==> config.mk <==
export PLATFORM = sky130hd
export DESIGN_NAME = iomem_arbiter_flat
export DESIGN_NICKNAME = d
export VERILOG_FILES = /design/src/rtl/iomem_arbiter_if.sv /design/src/rtl/iomem_arbiter.sv /design/src/flat_wrapper.sv
export SDC_FILE = /design/constraint.sdc
export NUM_CORES = 1
export LEC_CHECK = 0
export CELL_PAD_IN_SITES_DETAIL_PLACEMENT = 1
export CELL_PAD_IN_SITES_GLOBAL_PLACEMENT = 2
export CORE_ASPECT_RATIO = 1.5
export CORE_MARGIN = 4
export CORE_UTILIZATION = 25
export DETAILED_ROUTE_END_ITERATION = 7
export PLACE_DENSITY = 0.89
export SLEW_MARGIN = 30
export SYNTH_ARGS = -nofsm -noshare
export SYNTH_HDL_FRONTEND = slang
export SYNTH_SLANG_ARGS = --single-unit
==> constraint.sdc <==
create_clock -name clk -period 2 [get_ports clk]
set_input_delay 0.4 -clock clk [delete_from_list [all_inputs] [get_ports clk]]
set_output_delay 0.4 -clock clk [all_outputs]
set_load 0.005 [all_outputs]
==> src/rtl/iomem_arbiter_if.sv <==
`default_nettype none
// ============================================================================
//  Module   : iomem_arbiter_if
//  Brief    : picosoc iomem bus bundle (request fields plus ready/rdata return)
//  Revision : 1.0 - initial release
// ============================================================================
interface iomem_arbiter_if;
   logic        valid;
   logic        ready;
   logic [3:0]  wstrb;
   logic [31:0] addr;
   logic [31:0] wdata;
   logic [31:0] rdata;

   modport master (output valid, wstrb, addr, wdata, input  ready, rdata);
   modport slave  (input  valid, wstrb, addr, wdata, output ready, rdata);
endinterface
`default_nettype wire

==> src/rtl/iomem_arbiter.sv <==
`default_nettype none
// ============================================================================
//  Module   : iomem_arbiter
//  Brief    : two-master round-robin arbiter for the picosoc iomem bus with
//             slave timeout and sticky error flag
//  Revision : 1.0 - initial release
// ============================================================================
module iomem_arbiter #(
   parameter int unsigned TIMEOUT       = 256,
   parameter logic [31:0] TIMEOUT_RDATA = 32'hFFFF_FFFF
) (
   input  logic            clk,
   input  logic            resetn,
   iomem_arbiter_if.slave  m0,
   iomem_arbiter_if.slave  m1,
   iomem_arbiter_if.master s,
   output logic            err,
   output logic            err_src,
   input  logic            err_clr
);

   localparam int unsigned            c_CNT_W    = (TIMEOUT > 2) ? $clog2(TIMEOUT) : 1;
   localparam logic [c_CNT_W-1:0]     c_CNT_LAST = (TIMEOUT == 0) ? '0 : c_CNT_W'(TIMEOUT - 1);
   localparam logic [1:0]             c_IDLE     = 2'd0;
   localparam logic [1:0]             c_BUSY     = 2'd1;
   localparam logic [1:0]             c_DONE     = 2'd2;

   logic [1:0]         r_state;
   logic               r_gnt;
   logic               r_last;
   logic [c_CNT_W-1:0] r_cnt;
   logic               r_s_valid;
   logic [3:0]         r_s_wstrb;
   logic [31:0]        r_s_addr;
   logic [31:0]        r_s_wdata;
   logic               r_m0_ready;
   logic               r_m1_ready;
   logic [31:0]        r_m0_rdata;
   logic [31:0]        r_m1_rdata;
   logic               r_err;
   logic               r_err_src;

   logic               w_any;
   logic               w_gnt;
   logic               w_tmo;
   logic               w_finish;
   logic [31:0]        w_rdata;

   // On a tie the master that did not win last time gets the bus.
   assign w_any    = m0.valid | m1.valid;
   assign w_gnt    = (m0.valid & m1.valid) ? ~r_last : m1.valid;
   assign w_tmo    = (r_state == c_BUSY) && (TIMEOUT != 0) && !s.ready && (r_cnt == c_CNT_LAST);
   assign w_finish = (r_state == c_BUSY) && (s.ready || w_tmo);
   assign w_rdata  = s.ready ? s.rdata : TIMEOUT_RDATA;

   always_ff @(posedge clk or negedge resetn) begin
      if (!resetn) begin
         r_state    <= c_IDLE;
         r_gnt      <= 1'b0;
         r_last     <= 1'b1;
         r_cnt      <= '0;
         r_s_valid  <= 1'b0;
         r_s_wstrb  <= 4'd0;
         r_s_addr   <= 32'd0;
         r_s_wdata  <= 32'd0;
         r_m0_ready <= 1'b0;
         r_m1_ready <= 1'b0;
         r_m0_rdata <= 32'd0;
         r_m1_rdata <= 32'd0;
         r_err      <= 1'b0;
         r_err_src  <= 1'b0;
      end else begin
         r_m0_ready <= 1'b0;
         r_m1_ready <= 1'b0;
         case (r_state)
            c_IDLE: begin
               if (w_any) begin
                  r_gnt     <= w_gnt;
                  r_s_valid <= 1'b1;
                  r_s_wstrb <= w_gnt ? m1.wstrb : m0.wstrb;
                  r_s_addr  <= w_gnt ? m1.addr  : m0.addr;
                  r_s_wdata <= w_gnt ? m1.wdata : m0.wdata;
                  r_cnt     <= '0;
                  r_state   <= c_BUSY;
               end
            end
            c_BUSY: begin
               if (w_finish) begin
                  if (r_gnt) begin
                     r_m1_ready <= 1'b1;
                     r_m1_rdata <= w_rdata;
                  end else begin
                     r_m0_ready <= 1'b1;
                     r_m0_rdata <= w_rdata;
                  end
                  r_s_valid <= 1'b0;
                  r_last    <= r_gnt;
                  r_state   <= c_DONE;
               end else if (r_cnt != '1) begin
                  r_cnt <= r_cnt + c_CNT_W'(1);
               end
            end
            // Valid is deliberately not sampled here so a held request is not re-granted.
            c_DONE:  r_state <= c_IDLE;
            default: r_state <= c_IDLE;
         endcase

         if (w_tmo) begin
            r_err     <= 1'b1;
            r_err_src <= r_gnt;
         end else if (err_clr) begin
            r_err <= 1'b0;
         end
      end
   end

   assign s.valid  = r_s_valid;
   assign s.wstrb  = r_s_wstrb;
   assign s.addr   = r_s_addr;
   assign s.wdata  = r_s_wdata;
   assign m0.ready = r_m0_ready;
   assign m1.ready = r_m1_ready;
   assign m0.rdata = r_m0_rdata;
   assign m1.rdata = r_m1_rdata;
   assign err      = r_err;
   assign err_src  = r_err_src;

endmodule
`default_nettype wire

==> src/flat_wrapper.sv <==
// flat-port wrapper written by rule: the top's interface ports become plain ports
module iomem_arbiter_flat 
#(
   parameter int unsigned TIMEOUT       = 256,
   parameter logic [31:0] TIMEOUT_RDATA = 32'hFFFF_FFFF
)
  (clk, resetn, err, err_src, err_clr, m0_valid, m0_wstrb, m0_addr, m0_wdata, m0_ready, m0_rdata, m1_valid, m1_wstrb, m1_addr, m1_wdata, m1_ready, m1_rdata, s_valid, s_wstrb, s_addr, s_wdata, s_ready, s_rdata);
  iomem_arbiter_if m0_i ();
  iomem_arbiter_if m1_i ();
  iomem_arbiter_if s_i ();
  input  logic clk;
  input  logic resetn;
  output logic err;
  output logic err_src;
  input  logic err_clr;
  input wire logic [$bits(m0_i.valid)-1:0] m0_valid;
  input wire logic [$bits(m0_i.wstrb)-1:0] m0_wstrb;
  input wire logic [$bits(m0_i.addr)-1:0] m0_addr;
  input wire logic [$bits(m0_i.wdata)-1:0] m0_wdata;
  output wire logic [$bits(m0_i.ready)-1:0] m0_ready;
  output wire logic [$bits(m0_i.rdata)-1:0] m0_rdata;
  input wire logic [$bits(m1_i.valid)-1:0] m1_valid;
  input wire logic [$bits(m1_i.wstrb)-1:0] m1_wstrb;
  input wire logic [$bits(m1_i.addr)-1:0] m1_addr;
  input wire logic [$bits(m1_i.wdata)-1:0] m1_wdata;
  output wire logic [$bits(m1_i.ready)-1:0] m1_ready;
  output wire logic [$bits(m1_i.rdata)-1:0] m1_rdata;
  output wire logic [$bits(s_i.valid)-1:0] s_valid;
  output wire logic [$bits(s_i.wstrb)-1:0] s_wstrb;
  output wire logic [$bits(s_i.addr)-1:0] s_addr;
  output wire logic [$bits(s_i.wdata)-1:0] s_wdata;
  input wire logic [$bits(s_i.ready)-1:0] s_ready;
  input wire logic [$bits(s_i.rdata)-1:0] s_rdata;
  assign m0_i.valid = m0_valid;
  assign m0_i.wstrb = m0_wstrb;
  assign m0_i.addr = m0_addr;
  assign m0_i.wdata = m0_wdata;
  assign m0_ready = m0_i.ready;
  assign m0_rdata = m0_i.rdata;
  assign m1_i.valid = m1_valid;
  assign m1_i.wstrb = m1_wstrb;
  assign m1_i.addr = m1_addr;
  assign m1_i.wdata = m1_wdata;
  assign m1_ready = m1_i.ready;
  assign m1_rdata = m1_i.rdata;
  assign s_valid = s_i.valid;
  assign s_wstrb = s_i.wstrb;
  assign s_addr = s_i.addr;
  assign s_wdata = s_i.wdata;
  assign s_i.ready = s_ready;
  assign s_i.rdata = s_rdata;
  iomem_arbiter #(.TIMEOUT(TIMEOUT), .TIMEOUT_RDATA(TIMEOUT_RDATA)) u_core (.clk(clk), .resetn(resetn), .m0(m0_i), .m1(m1_i), .s(s_i), .err(err), .err_src(err_src), .err_clr(err_clr));
endmodule
Word level (Yosys, flattened, before mapping) --
Cells that the tools add are included.
Operators by class: $add $sub $neg 1, eq/ne operators 7, muxes and demuxes 23, bitwise operators 4, reductions and logical operators 15
Operators by type and width (number):
- $mux W32 | 3
- $mux W8 | 3
- $pmux W8 S2 | 1
- $mux W1 | 11
- $reduce_and A3 Y1 | 3
- $add A8 B1 Y8 const B | 1
- $eq A8 B8 Y1 const B | 1
- $ne A8 B8 Y1 const B | 1
- $reduce_and A2 Y1 | 3
- $mux W2 | 2
- $mux W4 | 1
- $ne A2 B1 Y1 const B | 2
- $ne A2 B2 Y1 const B | 2
- $pmux W2 S2 | 1
- $reduce_and A4 Y1 | 1
- $reduce_bool A2 Y1 | 2
- $logic_and A1 B1 Y1 | 3
- $eq A2 B1 Y1 const B | 1
- $logic_not A2 Y1 | 1
- $not A1 Y1 | 2
- $pmux W1 S2 | 1
- $and A1 B1 Y1 | 1
- $logic_not A1 Y1 | 1
- $logic_or A1 B1 Y1 | 1
- $or A1 B1 Y1 | 1
Word-level totals: output and inout bits 137, bits of input ports 174, bits in registers 149, word-level logic and storage cells 64

Depth between registers and ports, before layout --
depth after elaboration 7, gate-level depth with buffers 6

Worst setup path after synthesis --
No wires, ideal clock.
path type register to register, start point register u_core.r_cnt[0], end point register u_core.r_cnt[2], stages on the path, launching flop included 7, setup slack 339 ps, arrival 1531 ps, data required time 1870 ps, buffers on the path 1, cell sequence dfrtp_1 ha_1 and4_4 a211o_1 clkbuf_1 o211ai_1 o31ai_1
On the way: word-level cells in the longest chain between the ends 6
Ends and longest elaborated chain:
- start: declaration | RTL line iomem_arbiter.sv:31 | logic [c_CNT_W-1:0] r_cnt;
- start signal: assignment | RTL line iomem_arbiter.sv:100 | r_cnt <= r_cnt + c_CNT_W'(1);
- branches (longest 6 deep; another with $add A8 B1 Y8)
Parallel ways; which one is timed is not known. The select of a mux whose other input is x is not followed. A chain may end at the register's enable or synchronous reset.

Final worst setup path --
start point register u_core.r_cnt[0], end point register u_core.r_m1_rdata[30] (netlist: u_core.m1.rdata[30])
On the way: word-level cells in the longest chain between the ends 5
Ends and longest elaborated chain:
- $eq A8 B8 Y1 | RTL line iomem_arbiter.sv:52 | assign w_tmo = (r_state == c_BUSY) && (TIMEOUT != 0) && !s.ready && (r_cnt == c_CNT_LAST);
- $logic_and A1 B1 Y1 | RTL line iomem_arbiter.sv:52
- $logic_or A1 B1 Y1 | RTL line iomem_arbiter.sv:53 | assign w_finish = (r_state == c_BUSY) && (s.ready || w_tmo);
- $logic_and A1 B1 Y1 | RTL line iomem_arbiter.sv:53
- $reduce_and A3 Y1 (no line)
- end signal: assignment | RTL line iomem_arbiter.sv:91 | r_m1_rdata <= w_rdata;
- end: declaration | RTL line iomem_arbiter.sv:39 | logic [31:0] r_m1_rdata;
No other way between the ends.

==> flow_summary.toml <==
[synth]
synth_most_common_cell = "dfrtp_1"
synth_top_area_share_pct = 57.2
synth_cell_type_count = 37
ys_ff_latch = 149
yosys.area.top_type = "dfrtp_1"
synth_commonest_cells = "148 x dfrtp_1, 74 x nand2_1, 73 x o21ai_0"
synth-main-ff-cell = "dfrtp_1"
syn_area_um2 = 6470
yosysWarnings = 0
ys_seq_area_share_pct = 57.6
synth_nets = 722
synth_cells = 547
ys_async_sr_fraction_pct = 100
yosys-top-cells-area = "dfrtp_1 57%, mux2i_1 11%, a2bb2oi_2 6.5%"
synth_edf_count = 0
avgSynthCellArea_um2 = 11.8

[global_routing]
grt_pass1_wl_mm = 34.0
gr-total-overflow = 0
first_global_vias = 6111
grt_max_degree = 85
grt_use_total_pct = 15.1
grt_antenna_before_repair = 0

[timing]
skew_ns = 0.00784
hold-worst-slack_ns = 0.424
timing.setup.tns_ns = 0
fin_crit_sh_pct = 90.7
clock.fmax_ghz = 0.551
relSlewSlack_pct = 74.4
worst_pin_slew_ns = 0.384
final_hold_viol_count = 0
fin_crit_ns = 1.81
drv_slew = 0
setup_viol = 0
rsz0062_at_grt = "no"

[die]
io_pins = 311
die_w_um = 139
core_area_um2 = 25300
die-area_um2 = 28600
start_util_pct = 25.6
chipHeight_um = 205
rows = 71

[clock_network]
htreeDepth = 4
root_buffer = "clkbuf_16"
cts_resized = 0
cts_buffers = 17
cts_tree = "built"
clk_path_buf_depth = 2
clk_pin_slew_ns = 0.06
clk_latency_ns = 0.42
cts.sinks = 149

[drt]
drt_iter0_markers = 112
vias = 5495
drt-total-wl_mm = 21.6
dr.pass1.iters = 4
avgViaCountPerCell = 4.58
drc = 0
wl_per_cell_um = 18.0
drtAntennaViolNets = 0

[layout]
nFillCells = 2760
n_antenna_cell = 0
nNetsFinal = 1035
final_layout_size_suffix_gt1_share_pct = 11.2
areaGrowthSynthToFinish_pct = 67.0

[pwr]
irDropWorstVdd_mv = 0.638
cellPowerDensity_nw_per_um2 = 1440
leakage_nw = 4.47

[worst_setup_path]
reg2regPathDepth = 6
cp-start-kind = "flop"
cp_max_fo = 29
worstReg2RegEnd = "u_core.m1.rdata[30]$_DFFE_PN0P_"
path_class = "reg2reg"
r2r_slack_ns = 0.19
end_kind = "flop"
r2r_start = "u_core.r_cnt[0]$_DFFE_PN0P_"
arrival_ns = 2.15
required_ns = 2.33

[placed_design]
port_buffers = 310
hpwlAfterDp_mm = 16.4
gp_congestion = 0.755

[job]
drv_cap = 0

[run_status]
outcome = "completed"

[worst_hold_path]
hold_class = "in2async"
[layer usage]
| layer | wire [um] | track usage (%) | share of wire, % |
|---|---|---|---|
| met5 | 0 | 0 | 0 |
| met4 | 299 | 4.34 | 1.4 |
| met3 | 1320 | 4.25 | 6.1 |
| met2 | 12400 | 29.4 | 57 |
| met1 | 7610 | 15.4 | 35 |
[cell families (layout without fill, tap and decap cells)]
logic type                 count (synthesis)  in the layout  share of synthesized area, %
AOI/OAI and AO/OA                        150            150                          19.2
DFF                                      149            149                          57.6
muxes                                     71             71                          11.0
buffers and inverters                     46            372                          3.48
and+or+nand+nor                          129            129                          8.41
xor gates and xnor gates                   1              1                         0.135
adders and majority gates                  1              1                         0.193
[timing repair]
item                                   4_1_cts  5_1_grt
setup endpoints to repair                    0        0
hold buffers                                 1        0
buffers inserted                             0        0
endpoints found under the hold margin       29        0
[layout by cell type, fill, tap and decap left out, types with 2 or more instances in the layout]
cell and count:
nor2_1 36, nand3_1 7, nand2_1 73, clkinv_4 4, clkdlybuf4s50_1 309, nand2b_1 3
clkinvlp_4 2, inv_1 3, bufinv_16 5, clkbuf_16 17, dfrtp_1 147, buf_4 15
a2bb2oi_1 4, mux2i_1 70, o211ai_1 3, o31ai_1 2, buf_12 11, nor3_1 2
inv_6 2, a2bb2oi_2 28, o32a_1 32, o21ai_0 73
[where the power goes]
group,switching (mW),internal (mW),total [mW]
sequential,0.879,4.42,5.30
combinational,2.71,4.00,6.72
clock,1.34,2.26,3.60
[worst max-delay path: stages, from the launching register on]
cell and delay, ns:
dfrtp_1 0.40, ha_1 0.20, and4_4 0.26, a21oi_2 0.10, nor3b_4 0.26, buf_12 0.27
a2bb2oi_1 0.21
[cell type report]
type / count / area, um2 / area share (%)
Sequential cell: 149 / 3730 / 34.5
Timing Repair Buffer: 337 / 3450 / 31.9
Multi-Input combinational cell: 352 / 2550 / 23.6
Clock buffer: 18 / 439 / 4.06
Tap cell: 328 / 410 / 3.80
Clock inverter: 14 / 223 / 2.06
Inverter: 3 / 11.3 / 0.104
[per-stage QoR]
| stage | power (mW) | utilization [%] | cells | setup WS (ns) | area [um2] |
|---|---|---|---|---|---|
| floorplan | 7.94 | - | 547 | 0.339 | 6470 |
| global placement | 12.0 | 40.0 | 1168 | 0.0502 | 10100 |
| detailed placement | 12.2 | 40.0 | 1168 | 0.00813 | 10100 |
| CTS | 15.9 | 42.7 | 1201 | 0.167 | 10800 |
| global route | 16.7 | 42.7 | 1201 | 0.0910 | 10800 |
| finish | 15.6 | 42.7 | 1201 | 0.185 | 10800 |
[flip-flops by register name (all words and copies together), names as in the netlist]
| name | count |
|---|---|
| u_core.s.wstrb | 4 |
| u_core.err | 1 |
| u_core.m0.ready | 1 |
| u_core.s.valid | 1 |
| u_core.r_cnt | 8 |
| u_core.err_src | 1 |
| u_core.m1.ready | 1 |
| u_core.s.wdata | 32 |
| u_core.m0.rdata | 32 |
| u_core.r_gnt | 1 |
| u_core.r_last | 1 |
| u_core.m1.rdata | 32 |
| u_core.s.addr | 32 |
| u_core.r_state | 2 |
[worst max-delay path by stage]
stage,to,depth (start not counted),slack [ns],from
after floorplan,u_core.r_cnt[2]$_DFFE_PN0P_,6,0.34,u_core.r_cnt[0]$_DFFE_PN0P_
after global placement,u_core.s.wdata[26]$_DFFE_PN0P_,6,0.05,m1_valid
after detailed placement,u_core.s.wdata[13]$_DFFE_PN0P_,6,0.008,m1_valid
after CTS,u_core.m1.rdata[30]$_DFFE_PN0P_,6,0.17,u_core.r_cnt[0]$_DFFE_PN0P_
after global routing,u_core.r_cnt[4]$_DFFE_PN0P_,5,0.09,u_core.r_cnt[0]$_DFFE_PN0P_
final,u_core.m1.rdata[30]$_DFFE_PN0P_,6,0.19,u_core.r_cnt[0]$_DFFE_PN0P_
Note: power is estimated with default switching activity, not from simulation.
